File: config.mk
export PLATFORM = sky130hd
export DESIGN_NAME = fb_rect_fill_ctrl
export DESIGN_NICKNAME = d
export VERILOG_FILES = /design/src/rtl/fb_pkg.sv /design/src/rtl/fb_rect_walker.sv /design/src/rtl/fb_rect_fill_ctrl.sv
export SDC_FILE = /design/constraint.sdc
export NUM_CORES = 1
export LEC_CHECK = 0
export ABC_AREA = 1
export BUFFER_PORTS_ARGS = -buffer_cell sky130_fd_sc_hd__buf_2
export CORE_UTILIZATION = 50
export DETAILED_ROUTE_END_ITERATION = 12
export HOLD_SLACK_MARGIN = 0.12
export PLACE_DENSITY = 0.76
export RECOVER_POWER = 100
export SYNTH_ARGS = -nofsm -noshare
export SYNTH_HDL_FRONTEND = slang
export SYNTH_SLANG_ARGS = --single-unit
File: constraint.sdc
create_clock -name CLK -period 1.42 [get_ports CLK]
set_input_delay 0.142 -clock CLK [delete_from_list [all_inputs] [get_ports CLK]]
set_output_delay 0.142 -clock CLK [all_outputs]
set_load 0.01 [all_outputs]
File: src/rtl/fb_pkg.sv
// Shared frame-buffer geometry, fill FSM states and the {y,x} address packing.
package fb_pkg;
  localparam int FB_X_W    = 8;
  localparam int FB_Y_W    = 7;
  localparam int FB_ADDR_W = FB_Y_W + FB_X_W;

  typedef enum logic {IDLE = 1'b0, FILL = 1'b1} fb_state_t;

  function automatic logic [FB_ADDR_W-1:0] fb_pack(input logic [FB_Y_W-1:0] y,
                                                   input logic [FB_X_W-1:0] x);
    return {y, x};
  endfunction
endpackage

File: src/rtl/fb_rect_walker.sv
// Rectangle raster walker: latches normalised bounds and steps an x/y cursor.
module fb_rect_walker
  import fb_pkg::*;
(
  input  logic                 gclk,
  input  logic                 grst_n,
  input  logic                 load,
  input  logic                 advance,
  input  logic [FB_X_W-1:0]    x0,
  input  logic [FB_X_W-1:0]    x1,
  input  logic [FB_Y_W-1:0]    y0,
  input  logic [FB_Y_W-1:0]    y1,
  output logic [FB_ADDR_W-1:0] addr,
  output logic                 last
);
  logic [FB_X_W-1:0] xmin, xmax, x;
  logic [FB_Y_W-1:0] ymin, ymax, y;

  always_ff @(posedge gclk or negedge grst_n) begin
    if (!grst_n) begin
      xmin <= '0; xmax <= '0; ymin <= '0; ymax <= '0;
      x    <= '0; y    <= '0;
    end else if (load) begin
      // corners may arrive in any order
      xmin <= (x0 < x1) ? x0 : x1;
      xmax <= (x0 < x1) ? x1 : x0;
      ymin <= (y0 < y1) ? y0 : y1;
      ymax <= (y0 < y1) ? y1 : y0;
      x    <= (x0 < x1) ? x0 : x1;
      y    <= (y0 < y1) ? y0 : y1;
    end else if (advance) begin
      if (x == xmax) begin
        x <= xmin;
        y <= y + 1'b1;
      end else begin
        x <= x + 1'b1;
      end
    end
  end

  assign addr = fb_pack(y, x);
  assign last = (x == xmax) && (y == ymax);
endmodule

File: src/rtl/fb_rect_fill_ctrl.sv
// Port-A sequencer: rectangle fill engine sharing the port with a host pixel
// port; host has priority, bounded by HOST_MAX_BURST grants per fill slot.
module fb_rect_fill_ctrl
  import fb_pkg::*;
#(
  parameter int HOST_MAX_BURST = 4
) (
  input  logic                 CLK,
  input  logic                 RESETN,
  input  logic                 CMD_VALID,
  output logic                 CMD_READY,
  input  logic [FB_X_W-1:0]    CMD_X0,
  input  logic [FB_X_W-1:0]    CMD_X1,
  input  logic [FB_Y_W-1:0]    CMD_Y0,
  input  logic [FB_Y_W-1:0]    CMD_Y1,
  input  logic                 CMD_COLOUR,
  output logic                 BUSY,
  output logic                 DONE,
  input  logic                 HOST_REQ,
  input  logic                 HOST_WE,
  input  logic [FB_ADDR_W-1:0] HOST_ADDR,
  input  logic                 HOST_DIN,
  output logic                 HOST_GNT,
  output logic                 HOST_DOUT,
  output logic                 HOST_DOUT_VALID,
  output logic [FB_ADDR_W-1:0] FB_ADDR,
  output logic                 FB_DIN,
  output logic                 FB_WE,
  input  logic                 FB_DOUT
);
  localparam int BW = $clog2(HOST_MAX_BURST + 1);

  fb_state_t            state;
  logic [BW-1:0]        burst_cnt;
  logic                 colour;
  logic [1:0]           vld_pipe;
  logic [FB_ADDR_W-1:0] walk_addr;
  logic                 walk_last;
  logic                 accept, fill_own, host_xfer;

  assign CMD_READY = (state == IDLE);
  assign accept    = CMD_VALID & CMD_READY;

  always_comb begin
    HOST_GNT = HOST_REQ;
    if (state == FILL) HOST_GNT = HOST_REQ && (burst_cnt < BW'(HOST_MAX_BURST));
  end

  assign host_xfer = HOST_REQ & HOST_GNT;
  assign fill_own  = (state == FILL) & ~HOST_GNT;

  fb_rect_walker u_walker (
    .gclk    (CLK),
    .grst_n  (RESETN),
    .load    (accept),
    .advance (fill_own),
    .x0      (CMD_X0),
    .x1      (CMD_X1),
    .y0      (CMD_Y0),
    .y1      (CMD_Y1),
    .addr    (walk_addr),
    .last    (walk_last)
  );

  always_ff @(posedge CLK or negedge RESETN) begin
    if (!RESETN) begin
      state           <= IDLE;
      burst_cnt       <= '0;
      colour          <= 1'b0;
      BUSY            <= 1'b0;
      DONE            <= 1'b0;
      FB_ADDR         <= '0;
      FB_DIN          <= 1'b0;
      FB_WE           <= 1'b0;
      vld_pipe        <= '0;
      HOST_DOUT       <= 1'b0;
      HOST_DOUT_VALID <= 1'b0;
    end else begin
      DONE  <= 1'b0;
      FB_WE <= 1'b0;

      // read data returns one cycle after the address is presented, then is registered
      vld_pipe        <= {vld_pipe[0], host_xfer & ~HOST_WE};
      HOST_DOUT_VALID <= vld_pipe[1];
      if (vld_pipe[1]) HOST_DOUT <= FB_DOUT;

      if (host_xfer) begin
        FB_ADDR <= HOST_ADDR;
        FB_DIN  <= HOST_DIN;
        FB_WE   <= HOST_WE;
      end else if (fill_own) begin
        FB_ADDR <= walk_addr;
        FB_DIN  <= colour;
        FB_WE   <= 1'b1;
      end

      // any non-host-grant cycle in FILL is a fill write or an idle request line
      if (state == FILL && host_xfer) burst_cnt <= burst_cnt + 1'b1;
      else                            burst_cnt <= '0;

      case (state)
        IDLE: if (accept) begin
          state  <= FILL;
          colour <= CMD_COLOUR;
          BUSY   <= 1'b1;
        end
        FILL: if (fill_own && walk_last) begin
          state <= IDLE;
          BUSY  <= 1'b0;
          DONE  <= 1'b1;
        end
        default: state <= IDLE;
      endcase
    end
  end
endmodule

## Yosys cells after proc, flatten, opt, wreduce, memory -nomap -nowiden

Cells that the tools add are included.

| word-level totals | value |
|---|---|
| flip-flop bits (word level) | 66 |
| logic and storage cells | 69 |
| output and inout port bits | 23 |
| bits of input ports | 53 |

| operators by class | value |
|---|---|
| multiplexer cells | 26 |
| add/sub/neg operators | 3 |
| equal/unequal tests | 4 |
| magnitude comparators | 3 |
| reduce and logical (&&, ||, !) cells | 10 |
| bitwise operators | 7 |

Operators by type and width:

| cell | count |
|---|---|
| $mux W8 | 5 |
| $mux W7 | 5 |
| $mux W15 | 2 |
| $mux W1 | 11 |
| $add A8 B1 Y8 const B | 1 |
| $eq A8 B8 Y1 | 1 |
| $lt A8 B8 Y1 | 1 |
| $add A7 B1 Y7 const B | 1 |
| $eq A7 B7 Y1 | 1 |
| $lt A7 B7 Y1 | 1 |
| $reduce_and A2 Y1 | 3 |
| $reduce_bool A2 Y1 | 3 |
| $and A1 B1 Y1 | 4 |
| $logic_and A1 B1 Y1 | 4 |
| $ne A2 B1 Y1 const B | 2 |
| $pmux W1 S2 | 2 |
| $add A3 B1 Y3 const B | 1 |
| $lt A3 B3 Y1 const B | 1 |
| $mux W3 | 1 |
| $not A1 Y1 | 3 |

## Logic depth before layout (Yosys ltp)

Gate-level depths: netlist of the first run.

| logic depth | value |
|---|---|
| word-level depth | 8 |
| mapped depth | 14 |
| mapped depth without buffers | 13 |

## Cells and area by module

A second synthesis of the first run with hierarchy kept.

| unflattened totals | value |
|---|---|
| cell total of the unflattened synthesis | 564 |
| area, all modules | 4,189.0 sq um |

By module, submodules not included:

| module | cells each | area an instance (sq um) | instances | seq. area each (sq um) |
|---|---|---|---|---|
| fb_rect_walker | 404 | 2,831.5 | 1 | 950.9 |
| fb_rect_fill_ctrl | 160 | 1,357.6 | 1 | 700.7 |

## Worst setup path after synthesis of the first run

OpenSTA, ideal clock, no wires.

| path | value |
|---|---|
| kind | input to register |
| from | in CMD_Y1[6] |
| to | reg u_walker.y[5] |
| path slack | 0.003 ns |
| cell stages on the path | 11 |
| buffers on the path | 1 |
| library setup time | 0.121 ns |
| required time | 1.299 ns |
| arrival time | 1.297 ns |
| cells stage by stage | inv_1 ha_1 nand2_1 o21a_1 nand2_1 buf_2 nand2_1 nand3_1 nand2_1 nand2_2 o21ai_2 |

| between the ends | value |
|---|---|
| cells in the longest elaborated chain, start to end | 3 |

RTL lines:

| element | RTL line | RTL |
|---|---|---|
| start, declared | fb_rect_fill_ctrl.sv:15 | `input logic [FB_Y_W-1:0] CMD_Y1,` |
| $lt A7 B7 Y1 | - |  |
| $mux W7 | fb_rect_walker.sv:30 | `y <= (y0 < y1) ? y0 : y1;` |
| $mux W7 | fb_rect_walker.sv:23 | `end else if (load) begin` |
| end signal, assigned | fb_rect_walker.sv:30 |  |
| end signal, assigned | fb_rect_walker.sv:34 | `y <= y + 1'b1;` |
| end, declared | fb_rect_walker.sv:17 | `logic [FB_Y_W-1:0] ymin, ymax, y;` |

No other way between the ends.
A chain may end at the register's enable or synchronous reset.

## Worst setup path after layout of the first run

| path | value |
|---|---|
| from | reg u_walker.x[5] |
| to | reg u_walker.y[0] |

| between the ends | value |
|---|---|
| cells in the longest elaborated chain, start to end | 3 |

RTL lines:

| element | RTL line | RTL |
|---|---|---|
| start, declared | fb_rect_walker.sv:16 | `logic [FB_X_W-1:0] xmin, xmax, x;` |
| start signal, assigned | fb_rect_walker.sv:29 | `x <= (x0 < x1) ? x0 : x1;` |
| start signal, assigned | fb_rect_walker.sv:33 | `x <= xmin;` |
| start signal, assigned | fb_rect_walker.sv:36 | `x <= x + 1'b1;` |
| $eq A8 B8 Y1 | fb_rect_walker.sv:32 | `if (x == xmax) begin` |
| $reduce_bool A2 Y1 (no line) | - |  |
| $reduce_and A2 Y1 (no line) | - |  |

No other way between the ends.

==> flow_results.org, run 1 <==
** Outcome
- The run finished, with violations left.
- Failing checks :: negative setup slack

** Timing
- Number of max-slew violations in the final report :: 0
- Transition time at the pin with the least slew margin :: 866 ps
- Measured against its own limit, the worst slew margin works out to 42.3%.
- Setup repair after global routing could not meet its margin everywhere.
- Across all hold checks on the routed design, the worst slack comes to 134 ps.
- Post-route fraction of the period consumed by the critical path :: 108%
- Number of hold violations in the final report :: 0
- Post-route clock skew :: 7.05 ps
- Setup violations remaining at the end of the flow were counted as 16.
- Counting I/O delays and the setup requirement, the final critical path takes around 1500 ps.
- Static timing analysis puts the maximum clock frequency at 650 MHz.
- Smallest setup slack after layout :: -117 ps

** Global routing
- met2 is the most crowded layer.
- For met3 alone, demand over resource in global routing was 5.53%.
- Vias in the first global route :: 3996
- For this run, global-route usage on met2 was measured as 43.1%.
- For this run, the total global-route usage over all layers was measured as between 20% and 30%.
- Entering global routing, the biggest net connects 67 pins.
- Number of antenna violations at the first check in global routing :: 0
- The first global-routing pass estimated 17800 µm of wire.
- Remaining Overflow, GRT :: 0
- Global routing used 36.4% of the available met1 tracks.

** Logic synthesis
- After synthesis, the largest family of logic cells by area is simple AND/OR/NAND/NOR gates.
- Proportion of synthesized area in mux cells :: 0.284%
- After synthesis, the share of flip-flops with an asynchronous set or reset is between 90% and 100%.
- The synthesized design contains 0 enable-type register cells.
- XOR/XNOR Fraction of Synth Area :: 2.43%
- Synthesized netlist cell count :: approximately 530
- Summing the areas of all compound-gate instances in the mapped netlist gives 11.9% of the synthesized area.
- Counting flops and latches in the post-synthesis netlist gives 66.
- sky130_fd_sc_hd__dfrtp_1 takes more of the synthesized area than any other cell.
- The commonest cells after synthesis are 178 x sky130_fd_sc_hd__nand2_1, 66 x sky130_fd_sc_hd__dfrtp_1, 59 x sky130_fd_sc_hd__inv_1.
- Area share of and/or/nand/nor cells after synthesis :: 29.2%
- Most instantiated library cell after synthesis :: sky130_fd_sc_hd__nand2_1
- Syn Nets :: 601
- After synthesis, the mean cell area works out to 7.46 µm².
- For this run, the number of Yosys warnings is 0.
- Sequential area share after synthesis :: 41.6%
- The number of different library cells used by synthesis comes to 36.
- Share of the synthesized area in the top cell type :: about two fifths
- Primary flip-flop cell chosen by synthesis mapping :: sky130_fd_sc_hd__dfrtp_1
- After synthesis, the cell types taking the most area are sky130_fd_sc_hd__dfrtp_1 42%, sky130_fd_sc_hd__nand2_1 17%, sky130_fd_sc_hd__inv_1 5.6%.
- Adder and majority cell fraction of the synthesized area :: 5.04%
- The synthesized netlist occupies a cell area of 3970 µm².

** Finish
- After the last flow step, the layout net total stands at 778.
- N_diodes :: 0
- Layout Cells excl Fill :: 816
- Register area :: 1650 µm²
- Total non-filler cell area in the finished layout :: ~5700 µm²
- Fraction of final layout cells with drive strength greater than 1 :: 30.7%
- From synthesis to final layout, the design area changed by 43.0%.
- The layout has slightly below 600 filler cells.
- The multi-input combinational cells in the finished layout cover a total of ~2100 µm².

** Setup path
- Required time at the endpoint of the critical path :: 1710 ps
- Data arrives at the worst endpoint at 1830 ps.
- STA classifies the critical path startpoint as a register.
- The worst setup path is of the register to register kind.
- The startpoint identified for the worst register-to-register timing path is u_walker.x[5].
- Of all nets on the critical path, the largest fanout is 7.
- Timing startpoint of the critical path :: u_walker.x[5]
- Kind of capture point of the worst setup path :: register

** Clocking
- The clock net in this run drives a total of 66 sinks.
- Cell at the root of the clock tree :: sky130_fd_sc_hd__clkbuf_8
- Clock-pin slew of the registers on the worst-case setup and hold paths :: roughly 70 ps
- The clock passes through at most 2 buffers.
- Clock insertion delay at the later pin of the skew report :: 360 ps
- Number of CTS-inserted buffers :: 9
- In this run the number of H-tree levels came out at 3.
- CTS tree :: yes

** Die
- During I/O placement, the number of pins put on the boundary was 76.
- The die covers 8300 µm².
- After floorplanning, the core was sized to cover 7690 µm².
- Measured along the x axis, the die boundary spans between 90 and 100 µm.
- Chip height :: 91.1 µm
- The initialized floorplan defines 32 standard-cell rows.
- Once the floorplan was initialized, standard cells occupied 51.6% of the core.

** Detailed routing
- Total via count in the routed design :: 4231
- The detailed router finished its first iteration with 272 violations.
- DRC :: 0
- Routed wirelength normalized by instance count :: ~14 µm
- Number of nets with antenna violations after detailed routing :: 0
- Dividing the detail-routed via count by the number of cells gives 5.19.
- For this block, the routed nets add up to 11300 µm of wire.
- The first detailed-routing pass took 5 iterations.

** Power
- The analysis attributes to net switching a power of 0.00233 W.
- Design internal power :: 0.00413 W
- Peak ir drop on the vdd network :: 0.432 mV
- Power comes to approximately 0.0065 W.
- Switching power as a share of total power :: 36.1%
- Fraction of power consumed by the clock network :: between 20% and 30%
- Sequential Power Share :: between 30% and 40%
- Power density over the cells :: 1140 nW/µm²
- Per report_power, the combinational group accounts for between 30% and 40% of the total.
- In this run the static leakage power is ~3.1 nW.

** Place
- After detailed placement, the total cell area comes to 4920 µm².
- Including well taps, the total number of placed cells is 760.
- The congestion estimate from routability-driven global placement came to approximately 0.86.
- Count of port buffers added during placement :: 75
- Placed wire-length estimate after detailed placement :: approximately 7500 µm
- Minimum setup slack after placement :: -243 ps

** Min path
- Hold_sp :: CMD_Y1[5]
- In this run the worst hold path is classified as input pin to register.

** Flow run
- Max-cap violations :: 0
-- layout make-up --
| type | count | share of cell area (%) |
|---|---|---|
| multi-input combinational | 379 | 37.4 |
| sequential | 66 | 29.1 |
| timing repair buffer | 186 | 22.8 |
| inverter | 66 | 4.65 |
| clock buffer | 10 | 2.42 |
| tap | 102 | 2.25 |
| clock inverter | 6 | 1.17 |
| timing repair inverter | 1 | 0.198 |
-- cell usage in the layout, fill, tap and decap left out, drive strengths merged, types with 2 or more instances in the layout --
| cell | synthesis | final |
|---|---|---|
| nor2 | 33 | 33 |
| xnor2 | 5 | 5 |
| buf | 19 | 138 |
| dfrtp | 66 | 66 |
| ha | 16 | 16 |
| o21ai | 25 | 25 |
| nand3 | 43 | 43 |
| clkinvlp | 0 | 4 |
| clkinv | 2 | 3 |
| a22oi | 4 | 4 |
| clkbuf | 2 | 33 |
| inv | 64 | 65 |
| o22ai | 2 | 2 |
| nand2 | 188 | 188 |
| xor2 | 6 | 6 |
| a21oi | 33 | 33 |
| nand4 | 4 | 4 |
| o21a | 2 | 2 |
| nor3 | 2 | 2 |
| o211ai | 11 | 11 |
| dlygate4sd3 | 0 | 25 |
-- logic make-up (layout without fill, tap and decap cells) --
group	Yosys count	count (layout)
buffers and inverters	87	269
flip-flops	66	66
AND/OR/NAND/NOR	273	273
multiplexers	1	1
AO/OA/AOI/OAI	78	78
XOR/XNOR	11	11
adder cells (fa/ha/maj)	16	16
-- stage by stage --
step           utilization, %  setup TNS, ps
4_1_cts                  71.4           -553
5_1_grt                  73.8          -2360
3_5_place_dp             64.1          -5530
6_report                 73.8          -1060
2_1_floorplan               -              0
3_3_place_gp             64.1          -3300
-- routing by layer --
metal / wire (µm) / vias up
li1: - / 2053
met1: 4860 / 1967
met2: 5410 / 188
met3: 815 / 23
met4: 214 / 0
met5: 0 / -
-- worst max-delay path: stages (launching register included) --
cell                      delay (ps)
sky130_fd_sc_hd__dfrtp_1         440
sky130_fd_sc_hd__inv_2            90
sky130_fd_sc_hd__nand2_1          50
sky130_fd_sc_hd__nand2_1          50
sky130_fd_sc_hd__nand2_1          80
sky130_fd_sc_hd__nor2_4          140
sky130_fd_sc_hd__nand2_4         110
sky130_fd_sc_hd__nand2_8         130
sky130_fd_sc_hd__nand2_8         100
sky130_fd_sc_hd__a21oi_4         140
sky130_fd_sc_hd__and2_1          140
-- power groups by stage --
stage	combinational [W]	clock (W)	sequential, W
2_1_floorplan	0.00118	0	0.00234
4_1_cts	0.00224	0.00161	0.00229
6_report	0.00256	0.00160	0.00231
3_5_place_dp	0.00204	0	0.00234
5_1_grt	0.00278	0.00170	0.00234
3_3_place_gp	0.00198	0	0.00232
-- timing repair --
action | 4_1_cts | 5_1_grt
setup buffers | 6 | 8
resized for setup | 11 | 45
hold endpoints to repair | 91 | 0
pin swaps | 4 | 26
setup endpoints to repair | 34 | 21
hold buffers | 25 | 0
cloned | 1 | 0
-- final timing paths --
| kind | slack [ps] | to | cells after the start |
|---|---|---|---|
| max | -120 | u_walker.y[0] | 10 |
| min in group asynchronous | 540 | u_walker.y[6] | 3 |
| min reg2reg | 360 | vld_pipe[1] | 0 |
| max in group asynchronous | 320 | u_walker.xmin[5] | 3 |
| min | 130 | u_walker.ymax[5] | 4 |
| max reg2reg | -120 | u_walker.y[0] | 10 |
-- state kept, by name (all words and copies together) (netlist names) --
register and cells:
u_walker.ymax 7, burst_cnt 3, FB_DIN 1, FB_ADDR 15
u_walker.xmax 8, u_walker.x 8, state 1, BUSY 1
DONE 1, HOST_DOUT_VALID 1, u_walker.y 7, HOST_DOUT 1
FB_WE 1, vld_pipe 2, colour 1, u_walker.xmin 8
No activity file was read; power rests on OpenSTA's default activity.
==> inputs of run 2 (changes only) <==
--- a/config.mk
+++ b/config.mk
@@ -5,12 +5,12 @@
 export SDC_FILE = /design/constraint.sdc
 export NUM_CORES = 1
 export LEC_CHECK = 0
-export ABC_AREA = 1
 export BUFFER_PORTS_ARGS = -buffer_cell sky130_fd_sc_hd__buf_2
 export CORE_UTILIZATION = 50
+export CTS_CLUSTER_SIZE = 12
 export DETAILED_ROUTE_END_ITERATION = 12
 export HOLD_SLACK_MARGIN = 0.12
-export PLACE_DENSITY = 0.76
+export PLACE_DENSITY = 0.77
 export RECOVER_POWER = 100
 export SYNTH_ARGS = -nofsm -noshare
 export SYNTH_HDL_FRONTEND = slang
==> flow_results.org, run 2 <==
** Clocking
- The maximum level of the CTS H-tree was 3 (unchanged).
- The clock latency reported for the late side of the worst-skew pair is 350 ps (about the same).
- TritonCTS built the clock tree.
- The clock-pin slew of the registers on the worst-case setup and hold paths was 80 ps (about the same).
- CTS sink cnt :: 66 (unchanged)
- The TritonCTS buffer count is 9 (unchanged).
- Clock Path Buffers :: 2 (unchanged)
- Clock tree synthesis selected as its root buffer the cell sky130_fd_sc_hd__clkbuf_8.

** Detailed routing
- Total routed wirelength :: 14000 µm (+24%)
- Total via count in the routed design :: 4329 (+2.3%)
- The average wire per standard cell came to 19.7 µm (+42%).
- Vias/cell :: 6.08 (+17%)
- Number of nets with antenna violations after detailed routing :: 0 (unchanged)
- The starting DRC count in detailed routing came to 609 (+120%).
- DRC :: 0 (unchanged)
- Number of iterations in the first detailed-routing pass :: 6 (+1)

** Logic synthesis
- Combined area of all synthesized cells :: 3760 µm² (-5.4%)
- Syn Nets :: 485 (-19%)
- The count of flip-flops with a built-in enable after synthesis came to 0 (unchanged).
- The fraction of synthesis flops using an asynchronous set or reset pin came to 100% (unchanged).
- Ranked by instance count, the synthesized netlist is headed by 66 x sky130_fd_sc_hd__dfrtp_1, 66 x sky130_fd_sc_hd__nand2_1, 27 x sky130_fd_sc_hd__nor2_1.
- Cells taking the most area after synthesis :: sky130_fd_sc_hd__dfrtp_1 44%, sky130_fd_sc_hd__nand2_1 6.6%, sky130_fd_sc_hd__ha_1 5.3%
- Sequential area share after synthesis :: 44.0% (+2.4 points)
- Primary flip-flop cell chosen by synthesis mapping :: sky130_fd_sc_hd__dfrtp_1
- The synthesized area per cell was 9.03 µm² (+21%).
- Yosys warning count :: 0 (unchanged)
- The synthesized design spends more area on one cell type than any other, namely sky130_fd_sc_hd__dfrtp_1.
- The count of cell types in the netlist is 47 (+31%).
- Flip-flop and latch count after synthesis :: 66 (unchanged)
- The fraction of post-synthesis cell area in the top cell type by area was 44.0% (+2.4 points).
- Synthesized netlist cell count :: 416 (-22%)

** Place
- Gpl congestion :: 0.850 (-1.5%)
- The number of buffer cells added on primary ports came to 75 (unchanged).
- The number of instances in the placed design is 653 (-14%).
- Placed wire-length estimate after detailed placement :: 7690 µm (+2.0%)
- Minimum setup slack after placement :: -428 ps (-186 ps)

** Setup path
- The setup slack of the most critical reg-to-reg path came to -410 ps (-290 ps).
- The slowest stage of the critical path belongs to the cell sky130_fd_sc_hd__dfrtp_1.
- The number of cells traversed by the worst register-to-register path is 7 (-3).
- Arrival time at the worst endpoint :: 2090 ps (+260 ps)
- In this run the critical register-to-register path is captured at u_walker.x[0].
- CP delay by family, top :: flip-flops
- The startpoint identified for the worst register-to-register timing path is u_walker.xmax[3].
- Cell type with the highest occurrence count on the critical path :: sky130_fd_sc_hd__buf_6
- The critical path is of the register to register type.
- Required time at the endpoint of the critical path :: 1680 ps (-30 ps)
- Largest stage delay on the critical path :: 460 ps (+20 ps)
- Traced cell by cell, the critical path runs through xnor2_2, nand4_1, buf_6, buf_6, o211ai_1, o311ai_2, mux2i_1.
- The highest net fanout along the worst path came to 6 (-1).
- Kind of capture point of the worst setup path :: register
- The buffers plus inverters on the worst setup path came to 2 (+1).
- Sort of element at the start of the critical path :: register

** Finish
- Synthesis-to-finish area growth :: 61.6%
- The final instance count without filler cells is 712 (-13%).
- The flip-flop count of the largest register, all copies and words added was 15 (unchanged).
- N_diodes :: 0 (unchanged)
- The fraction of layout cells with a size suffix above 1 is 41.8% (+11 points).
- Biggest register :: FB_ADDR
- Layout filler cell count :: 396 (-33%)
- The flip-flop and latch area is 1650 µm² (unchanged).
- Number of nets in the layout :: 677 (-13%)
- The area used by multi-input combinational logic came to 2390 µm² (+13%).
- Leading cell types in the layout, fill and taps excluded :: 80 x sky130_fd_sc_hd__buf_4, 66 x sky130_fd_sc_hd__dfrtp_1, 53 x sky130_fd_sc_hd__nand2_1
- Leading cell type in the layout, fill and taps excluded :: sky130_fd_sc_hd__buf_4

** Timing
- Headroom to the max-slew limit :: 39.2% (-3.1 points)
- Number of max-slew violations in the final report :: 0 (unchanged)
- The highest clock frequency the design can meet was 547 MHz (-16%).
- Setup-failing EPs final :: 53 (+37)
- The post-route clock period utilization is 129% (+20 points).
- Setup repair after global routing could not meet its margin everywhere.
- Transition time at the pin with the least slew margin :: 912 ps (+46.5 ps)
- The final worst clock skew came to 11.6 ps (+4.58 ps).
- The final worst setup slack is -408 ps (-291 ps).
- Number of hold violations in the final report :: 0 (unchanged)
- Final critical delay including setup and external delays :: 1830 ps (+291 ps)

** Power
- Peak ir drop on the vdd network :: 0.814 mV (+88%)
- Tot Pwr :: 0.00969 W (+50%)
- Power density over the cells :: 1600 nW/µm² (+40%)
- The static leakage power is 2.79 nW (-10%).

** Global routing
- Total routing resource utilization after global routing :: 32.0% (+5.0 points)
- Remaining Overflow, GRT :: 0 (unchanged)
- The pin count of the biggest net entering global routing is 67 (unchanged).
- Global-route wire length before repair :: 18900 µm (+6.2%)
- Number of antenna violations at the first check in global routing :: 0 (unchanged)
- Vias in the first global route :: 3929 (-1.7%)

** Die
- Area enclosed by the die boundary :: 7860 µm² (-5.3%)
- The top-level I/O count came to 76 (unchanged).
- Core outline area :: 7250 µm² (-5.6%)
- The number of placement rows is 31 (-3.1%).
- The effective utilization at floorplan came to 51.8% (+0.14 points).
- Die width :: 88.7 µm (-2.7%)
- Chip height :: 88.7 µm (-2.7%)

** Min path
- Instance count along the most critical hold path :: 3 (-1)
- The worst hold path begins at CMD_Y1[0].
- Hold worst-path end :: u_walker.ymax[0]
- The min-delay analysis places its worst path in the category input pin to register.

** Flow run
- The count of max-cap constraint violations was 0 (unchanged).

** Outcome
- Failing checks :: negative setup slack
- The flow ran to the end, but the final reports show violations.
[run 2: routing by layer]
layer	track usage (%)	up-vias	part of all wire [%]	routed length (µm)
met5	0	-	0	0
met4	15.1	0	5.7	804
met3	5.13	83	8.1	1140
met2	54.5	303	49	6860
met1	39.6	2053	37	5210
li1	-	1890	-	-
[run 2: metrics by stage]
step / TNS, ps / cell area (µm²) / utilization, % / hold slack, ps
after floorplan: -1740 / 4090 / - / -154
after global placement: -9960 / 5120 / 70.7 / 182
after detailed placement: -11760 / 5120 / 70.7 / 178
after CTS: -3220 / 5760 / 79.5 / 125
after global routing: -10480 / 6070 / 83.7 / 161
final: -6810 / 6070 / 83.7 / 153
[run 2: report_power, final]
part / internal (W) / total (W) / switching (W)
registers: 0.00253 / 0.00316 / 0.000631
clock network: 0.000861 / 0.00162 / 0.000764
logic: 0.00239 / 0.00491 / 0.00252
[run 2: how the worst max path moves through the flow]
stage               cells after the start             to             start
floorplan                               6  u_walker.x[3]         CMD_X0[1]
global route                            7  u_walker.x[4]  u_walker.xmax[4]
global placement                        7  u_walker.x[4]         CMD_X1[1]
CTS                                     7  u_walker.x[0]     u_walker.x[1]
finish                                  7  u_walker.x[0]  u_walker.xmax[3]
detailed placement                      7  u_walker.x[4]         CMD_X1[1]
[run 2: cell type report]
cell class | count | share of cell area [%]
clock buffers | 10 | 2.27
clock inverters | 6 | 1.07
inverters | 16 | 1.48
multi-input cells | 307 | 39.4
flip-flops and latches | 66 | 27.2
well taps | 99 | 2.04
repair buffers | 208 | 26.5
[run 2: worst register-to-register path: stages (launching register included)]
cell	delay, ps
sky130_fd_sc_hd__dfrtp_1	460
sky130_fd_sc_hd__xnor2_2	210
sky130_fd_sc_hd__nand4_1	130
sky130_fd_sc_hd__buf_6	170
sky130_fd_sc_hd__buf_6	130
sky130_fd_sc_hd__o211ai_1	240
sky130_fd_sc_hd__o311ai_2	170
sky130_fd_sc_hd__mux2i_1	210
[run 2: kinds of logic (layout without fill, tap and decap cells)]
group,Yosys count,after routing,share of synthesized area (%)
multiplexers,10,10,2.70
flip-flops,66,66,44.0
buffers and inverters,43,240,4.76
AND/OR/NAND/NOR,142,142,17.8
AO/OA/AOI/OAI,119,119,20.8
adder cells (fa/ha/maj),16,16,5.33
XOR/XNOR,20,20,4.66
[run 2: repair_timing]
| item | CTS | global route |
|---|---|---|
| cloned | 0 | 1 |
| endpoints found under the setup margin | 26 | 51 |
| hold buffers | 24 | 0 |
| resized for setup | 32 | 70 |
| setup buffers | 10 | 9 |
| pin swaps | 15 | 36 |
| endpoints found under the hold margin | 90 | 0 |
